File: config.mk
export PLATFORM = sky130hd
export DESIGN_NAME = hyperbus_target
export DESIGN_NICKNAME = d
export VERILOG_FILES = /design/src/rtl/hyperbus_target.sv
export SDC_FILE = /design/constraint.sdc
export NUM_CORES = 1
export LEC_CHECK = 0
export ABC_AREA = 1
export CAP_MARGIN = 25
export CORE_MARGIN = 4
export CORE_UTILIZATION = 53
export DETAILED_ROUTE_END_ITERATION = 16
export GPL_TIMING_DRIVEN = 0
export PLACE_DENSITY_LB_ADDON = 0.1
export RECOVER_POWER = 100
export SLEW_MARGIN = 20
export SYNTH_ARGS = -nofsm -noshare
export SYNTH_HDL_FRONTEND = slang
export SYNTH_SLANG_ARGS = --single-unit
File: constraint.sdc
create_clock -name clk -period 5.7 [get_ports clk]
set_clock_uncertainty 0.1 [all_clocks]
set_input_delay 1.425 -clock clk [delete_from_list [all_inputs] [get_ports clk]]
set_output_delay 1.425 -clock clk [all_outputs]
set_load 0.02 [all_outputs]
File: src/rtl/hyperbus_target.sv
// ---------------------------------------------------------------------------
// hyperbus_target
//
// HyperBus follower that answers a HyperBus leader. It works on the leader's
// DDR-split view of the bus: each clk carries one 2*WIDTH-bit word, and
// dq/rwds have already gone through the I/O DDR cells.
//
// A transaction runs as follows:
//   1. The 48-bit command/address (CA) arrives as three 16-bit beats.
//   2. The initial latency is counted down.
//   3. Read data streams out with RWDS strobes, or masked write data is
//      applied to memory.
// Transactions go to a synchronous SRAM port with 1-cycle read latency, or
// to the internal ID0/CR0 registers.
//
// Ports
//   clk          memory clock, shared with the leader
//   rst          asynchronous reset, active high
//   hb_csn_i     chip select, active low
//   hb_dq_i      CA / write data word ([15:8] = first edge)
//   hb_dq_o      read data word
//   hb_dq_oe     DQ output enable
//   hb_rwds_i    write mask, 1 = byte masked, [1] = first edge
//   hb_rwds_o    latency flag during CA, read strobe during READ
//   hb_rwds_oe   RWDS output enable
//   mem_adr_o    word address to the SRAM port
//   mem_re_o     read strobe; mem_dat_i is valid on the following clk
//   mem_we_o     write strobe
//   mem_be_o     byte enables for mem_dat_o
//   mem_dat_o    write data
//   mem_dat_i    read data
//   cr0_o        current CR0 value
//   err_o        one-clk pulse when csn rises before the CA is complete
//
// CA decode assumes WIDTH >= 8; the CA and the registers are 16 bits wide.
// ---------------------------------------------------------------------------
module hyperbus_target #(
    parameter int          WIDTH       = 8,
    parameter int          ADDR_LENGTH = 32,
    parameter int          TACC_COUNT  = 5,
    parameter int          DOUBLE_LAT  = 0,
    parameter logic [15:0] ID0_VAL     = 16'h0C81,
    parameter logic [15:0] CR0_RST     = 16'h8F1F
) (
    input  logic                   clk,
    input  logic                   rst,
    input  logic                   hb_csn_i,
    input  logic [2*WIDTH-1:0]     hb_dq_i,
    output logic [2*WIDTH-1:0]     hb_dq_o,
    output logic                   hb_dq_oe,
    input  logic [1:0]             hb_rwds_i,
    output logic [1:0]             hb_rwds_o,
    output logic                   hb_rwds_oe,
    output logic [ADDR_LENGTH-1:0] mem_adr_o,
    output logic                   mem_re_o,
    output logic                   mem_we_o,
    output logic [1:0]             mem_be_o,
    output logic [2*WIDTH-1:0]     mem_dat_o,
    input  logic [2*WIDTH-1:0]     mem_dat_i,
    output logic [15:0]            cr0_o,
    output logic                   err_o
);

    localparam int DW    = 2 * WIDTH;
    localparam int LAT_W = 8;
    localparam logic [LAT_W-1:0]       LAT_LOAD = LAT_W'(TACC_COUNT << DOUBLE_LAT);
    localparam logic [1:0]             LAT_FLAG = (DOUBLE_LAT != 0) ? 2'b11 : 2'b00;
    localparam logic [ADDR_LENGTH-1:0] CR0_ADR  = ADDR_LENGTH'(32'h800);
    localparam logic [ADDR_LENGTH-1:0] ADR_ONE  = ADDR_LENGTH'(1);

    typedef enum logic [2:0] {
        ST_IDLE,
        ST_CA,
        ST_LATENCY,
        ST_READ,
        ST_WRITE
    } state_t;

    state_t                 state_reg;
    logic [1:0]             beat_reg;
    logic                   rw_reg;        // 1 = read
    logic                   as_reg;        // 1 = register space
    logic [12:0]            ca_row_reg;    // CA[44:32]
    logic [15:0]            ca_mid_reg;    // CA[31:16]
    logic [ADDR_LENGTH-1:0] addr_reg;
    logic [LAT_W-1:0]       lat_reg;
    logic                   dq_oe_reg;
    logic                   rwds_oe_reg;
    logic [1:0]             rwds_o_reg;
    logic [DW-1:0]          reg_dat_reg;
    logic                   err_reg;

    logic [31:0]            ca_addr;
    logic [DW-1:0]          reg_rd_val;
    logic                   cr0_wr;
    logic [1:0]             lane_en;

    // The third CA beat is still on hb_dq_i when the address is assembled.
    // CA[15:3] is reserved and is not used.
    assign ca_addr = {ca_row_reg, ca_mid_reg, hb_dq_i[2:0]};

    always_comb begin
        reg_rd_val = '0;
        if (addr_reg == '0) begin
            reg_rd_val = DW'(ID0_VAL);
        end else if (addr_reg == CR0_ADR) begin
            reg_rd_val = DW'(cr0_o);
        end
    end

    // CR0 keeps one register per byte lane, so each unmasked byte updates
    // independently of the other.
    assign lane_en = ~hb_rwds_i;
    assign cr0_wr  = (state_reg == ST_WRITE) && !hb_csn_i && as_reg && (addr_reg == CR0_ADR);

    for (genvar gi = 0; gi < 2; gi++) begin : g_cr0_lane
        logic [7:0] lane_reg;
        always_ff @(posedge clk or posedge rst) begin
            if (rst) begin
                lane_reg <= CR0_RST[gi*8 +: 8];
            end else if (cr0_wr && lane_en[gi]) begin
                lane_reg <= hb_dq_i[gi*8 +: 8];
            end
        end
    end

    assign cr0_o = {g_cr0_lane[1].lane_reg, g_cr0_lane[0].lane_reg};

    // Main transaction FSM
    always_ff @(posedge clk or posedge rst) begin
        if (rst) begin
            state_reg   <= ST_IDLE;
            beat_reg    <= 2'd0;
            rw_reg      <= 1'b0;
            as_reg      <= 1'b0;
            ca_row_reg  <= '0;
            ca_mid_reg  <= '0;
            addr_reg    <= '0;
            lat_reg     <= '0;
            dq_oe_reg   <= 1'b0;
            rwds_oe_reg <= 1'b0;
            rwds_o_reg  <= 2'b00;
            reg_dat_reg <= '0;
            err_reg     <= 1'b0;
        end else begin
            err_reg <= 1'b0;
            case (state_reg)
                ST_IDLE: begin
                    if (!hb_csn_i) begin
                        rw_reg      <= hb_dq_i[15];
                        as_reg      <= hb_dq_i[14];
                        ca_row_reg  <= hb_dq_i[12:0];
                        beat_reg    <= 2'd1;
                        rwds_oe_reg <= 1'b1;
                        rwds_o_reg  <= LAT_FLAG;
                        state_reg   <= ST_CA;
                    end
                end
                ST_CA: begin
                    if (hb_csn_i) begin
                        // The CA was cut short.
                        err_reg     <= 1'b1;
                        rwds_oe_reg <= 1'b0;
                        rwds_o_reg  <= 2'b00;
                        state_reg   <= ST_IDLE;
                    end else if (beat_reg == 2'd1) begin
                        ca_mid_reg <= hb_dq_i[15:0];
                        beat_reg   <= 2'd2;
                    end else begin
                        addr_reg    <= ADDR_LENGTH'(ca_addr);
                        lat_reg     <= LAT_LOAD;
                        rwds_oe_reg <= 1'b0;
                        rwds_o_reg  <= 2'b00;
                        // Register writes carry no latency phase.
                        state_reg   <= (!rw_reg && as_reg) ? ST_WRITE : ST_LATENCY;
                    end
                end
                ST_LATENCY: begin
                    if (hb_csn_i) begin
                        state_reg <= ST_IDLE;
                    end else if (lat_reg != '0) begin
                        lat_reg <= lat_reg - LAT_W'(1);
                    end else if (rw_reg) begin
                        // The prefetch issued at lat==1 used addr_reg, so
                        // the next fetch address is one word beyond it.
                        dq_oe_reg   <= 1'b1;
                        rwds_oe_reg <= 1'b1;
                        rwds_o_reg  <= 2'b10;
                        reg_dat_reg <= reg_rd_val;
                        addr_reg    <= addr_reg + ADR_ONE;
                        state_reg   <= ST_READ;
                    end else begin
                        state_reg <= ST_WRITE;
                    end
                end
                ST_READ: begin
                    if (hb_csn_i) begin
                        dq_oe_reg   <= 1'b0;
                        rwds_oe_reg <= 1'b0;
                        rwds_o_reg  <= 2'b00;
                        state_reg   <= ST_IDLE;
                    end else begin
                        reg_dat_reg <= reg_rd_val;
                        addr_reg    <= addr_reg + ADR_ONE;
                    end
                end
                ST_WRITE: begin
                    if (hb_csn_i) begin
                        state_reg <= ST_IDLE;
                    end else begin
                        // The address advances even when both bytes are
                        // masked.
                        addr_reg <= addr_reg + ADR_ONE;
                    end
                end
                default: begin
                    state_reg <= ST_IDLE;
                end
            endcase
        end
    end

    // Memory-space read data comes straight from the SRAM output register,
    // which the lat==1 prefetch has already lined up with the first beat.
    assign hb_dq_o    = dq_oe_reg ? (as_reg ? reg_dat_reg : mem_dat_i) : '0;
    assign hb_dq_oe   = dq_oe_reg;
    assign hb_rwds_o  = rwds_o_reg;
    assign hb_rwds_oe = rwds_oe_reg;
    assign err_o      = err_reg;

    // The strobes are gated by the live chip select, so a clk with csn high
    // never reaches memory.
    assign mem_adr_o = addr_reg;
    assign mem_re_o  = !hb_csn_i && rw_reg && !as_reg &&
                       (((state_reg == ST_LATENCY) && (lat_reg == LAT_W'(1))) ||
                        (state_reg == ST_READ));
    assign mem_we_o  = !hb_csn_i && (state_reg == ST_WRITE) && !as_reg &&
                       (hb_rwds_i != 2'b11);
    assign mem_be_o  = mem_we_o ? ~hb_rwds_i : 2'b00;
    assign mem_dat_o = hb_dq_i;

endmodule
==> results.py <==
metrics = {
    "outcome": {
        "outcome": "finished with violations",
        "violations": "capacitance limit, slew limit",
    },
    "clock_network": {
        "ctsRootBufferMaster": "clkbuf_16",
        "cts.sinks": 112,
        "cts_tree": "yes",
        "ctsResizeCount": 0,
        "cts_buffer_depth": 2,
        "numCtsBuffers": 9,
        "path_clk_slew_ns": 0.07,
        "cts_hold_buf": 0,
        "cts_setup_buffers": 0,
        "clk_latency_ns": 0.36,
        "htreeDepth": 3,
    },
    "synthesis": {
        "yosysTopAreaCellShare_pct": 38.9,
        "netlist_area_sq_mm": 0.00656,
        "synth.largest_area_cell": "dfrtp_1",
        "synthDistinctLibCells": 35,
        "ys_ff_latch": 112,
        "avgSynthCellArea_sq_um": 6.85,
        "syn_inst": 957,
        "synth_nets": 999,
        "yosysWarningCount": 0,
        "seq_area_frac_synth_pct": 42.9,
        "synth_area_leaders": "dfrtp_1, nand2_1, nor2_1, o21ai_0, nand3_1",
    },
    "power_and_ir_drop": {
        "ir_drop_v": 0.000333,
        "leakage_nw": 4.08,
        "pwr-share-comb_pct": 44.3,
        "netSwitchingPower_mw": 1.61,
        "swShare_pct": 42.9,
        "power.internal_mw": 2.15,
        "p_seq_share_pct": 34.8,
        "power.density_mw_per_mm2": 451,
        "clock_power_share_pct": 20.9,
        "power_mw": 3.75,
    },
    "timing": {
        "min_period_over_period_pct": 82.3,
        "rsz0062_at_grt": "false",
        "setup_ws_ns": 1.01,
        "fin_crit_ns": 4.69,
        "finalMaxSlewViolations": 115,
        "finalHoldViolCount": 0,
        "slew_headroom_pct": -24.5,
        "whs_ns": 0.374,
        "worst_pin_slew_ns": 1.87,
        "fmaxAchievable_mhz": 213,
        "setup_violations": 0,
    },
    "die": {
        "die_y_um": 119,
        "io_pins": 126,
        "die_area_sq_mm": 0.0142,
        "row_count": 40,
        "die_x_um": 119,
        "start_util_pct": 54.4,
        "core-area_sq_mm": 0.0121,
    },
    "drt": {
        "drtAntennaViolNets": 0,
        "vias_per_cell": 5.21,
        "drt-initial-drc-count": 526,
        "detail_route.wl_per_cell_um": 14.8,
        "vias": 6586,
        "drt_drc_violations_left": 0,
        "drt-pass1-iter-count": 5,
        "wl_um": 18800,
    },
    "layout": {
        "nNetsFinal": 1134,
        "final_core_util_pct": 68.9,
        "fill_cells": 1067,
        "n_antenna_cell": 0,
        "synthToLayoutAreaGrowth_pct": 26.8,
        "largest_reg_flops": 32,
        "drive_gt1_share_pct": 7.20,
    },
    "setup_path": {
        "criticalPathCategory": "in -> out",
        "path_cells": "clkbuf_1, inv_1, nand3_1, nor4_1, dlygate4sd3_1",
        "slowest_stage": "dlygate4sd3_1",
        "start_kind": "primary input",
        "end_kind": "output pin",
        "worstPathArrival_ns": 3.16,
        "worstPathRequired_ns": 4.18,
        "crit_fanout": 9,
        "critical-path-max-stage-delay_ns": 0.72,
    },
    "global_route": {
        "grt_usage_pct": 26.9,
        "antenna_found_initial": 0,
        "grt_max_degree": 79,
        "gr-total-overflow": 0,
        "grt_pass1_wl_um": 30700,
        "grt_pass1_vias": 6166,
    },
    "hold_path": {
        "hp-class": "reg -> reg",
    },
    "job": {
        "max_cap_violations": 2,
    },
    "placement": {
        "dpl.hpwl_um": 14200,
        "port_buffers": 123,
        "gp_congestion": 0.920,
        "place_ws_ns": 1.16,
    },
}
-- worst paths after layout --
path	start	end	slack, ns	cells after the start
min reg2reg	hb_rwds_oe	hb_rwds_oe	0.37	2
max reg2reg	state_reg[0]	g_cr0_lane[1].lane_reg[5]	3.27	6
min	hb_rwds_oe	hb_rwds_oe	0.37	2
min in group asynchronous	rst	lat_reg[5]	1.78	2
max	hb_csn_i	mem_be_o[0]	1.01	5
max in group asynchronous	rst	reg_dat_reg[12]	1.30	3
-- per-stage QoR --
step | setup TNS [ns] | cell area (sq um) | instances
CTS | 0 | 8400 | 1265
finish | 0 | 8320 | 1265
floorplan | 0 | 6560 | 957
global placement | -41.34 | 8000 | 1248
global route | 0 | 8320 | 1265
detailed placement | 0 | 8030 | 1249
-- kinds of logic after synthesis --
group | count (synthesis) | share of synthesized area, %
and+or+nand+nor | 611 | 38.4
buffers and inverters | 126 | 9.05
DFF | 112 | 42.9
AOI/OAI and AO/OA | 94 | 7.39
adders and majority gates | 5 | 0.954
xor gates and xnor gates | 5 | 0.668
muxes | 3 | 0.515
other | 1 | 0.0572
-- synthesized netlist by cell type --
master and number:
xor2_1 3, mux2_2 3, nand3_1 67, o21ai_0 73, nor2_4 3, o21ai_1 12
inv_1 72, a31oi_1 2, nand2_1 350, nor2_1 148, ha_1 5, clkbuf_1 7
buf_2 15, and2_1 2, nand2_2 1, nand3_2 2, clkinv_1 3, buf_4 21
xnor2_1 2, nor3_1 5, o21ai_2 2, nand3_4 1, buf_1 1, dfrtp_1 102
nor2_2 6, nand4_1 16, o22ai_1 1, a21oi_1 3, buf_6 3, dfstp_2 10
nor4_1 2, or2_2 8, inv_2 4, o21bai_1 1, conb_1 1
-- layer usage --
metal	vias up	GRT usage, %	wire length [um]
met1	3025	36.3	8080
met5	-	0	0
met2	242	42.2	8760
met3	46	4.51	1170
met4	0	13.0	762
li1	3273	-	-
-- cell usage in the layout (no fill, tap or decap), types with 3 or more instances in the layout --
cell / count
nand2_1: 351
nor2_1: 151
dfrtp_1: 102
dlygate4sd3_1: 91
o21ai_0: 84
inv_1: 73
nand3_1: 68
clkdlybuf4s50_1: 32
buf_4: 19
clkbuf_1: 17
nand4_1: 16
dfstp_2: 10
buf_2: 9
clkbuf_16: 9
or2_2: 8
nor2_2: 5
nor3_1: 5
ha_1: 5
bufinv_16: 4
mux2_2: 3
clkinv_1: 3
xor2_1: 3
a21oi_1: 3
-- power groups by stage --
stage | Sequential (mW) | Clock (mW) | Combinational (mW)
after floorplan | 1.38 | 0 | 1.05
after global placement | 1.32 | 0 | 1.70
after detailed placement | 1.32 | 0 | 1.73
final | 1.31 | 0.784 | 1.66
after global routing | 1.35 | 0.828 | 1.87
after CTS | 1.31 | 0.791 | 1.75
-- area by class of cell --
cell class | instances | area (sq um) | area share [%]
Multi-Input combinational cell | 719 | 3110 | 37.4
Sequential cell | 112 | 2820 | 33.9
Timing Repair Buffer | 124 | 1240 | 14.9
Inverter | 79 | 298 | 3.58
Buffer | 47 | 274 | 3.30
Clock buffer | 11 | 243 | 2.92
Tap cell | 168 | 210 | 2.53
Clock inverter | 5 | 128 | 1.53
-- worst max-delay path, delay by kind of cell --
kind	cells	cell delay [ns]
AND/OR/NAND/NOR	2	0.57
buffers and inverters	3	1.16
No activity file was read; power rests on OpenSTA's default activity.
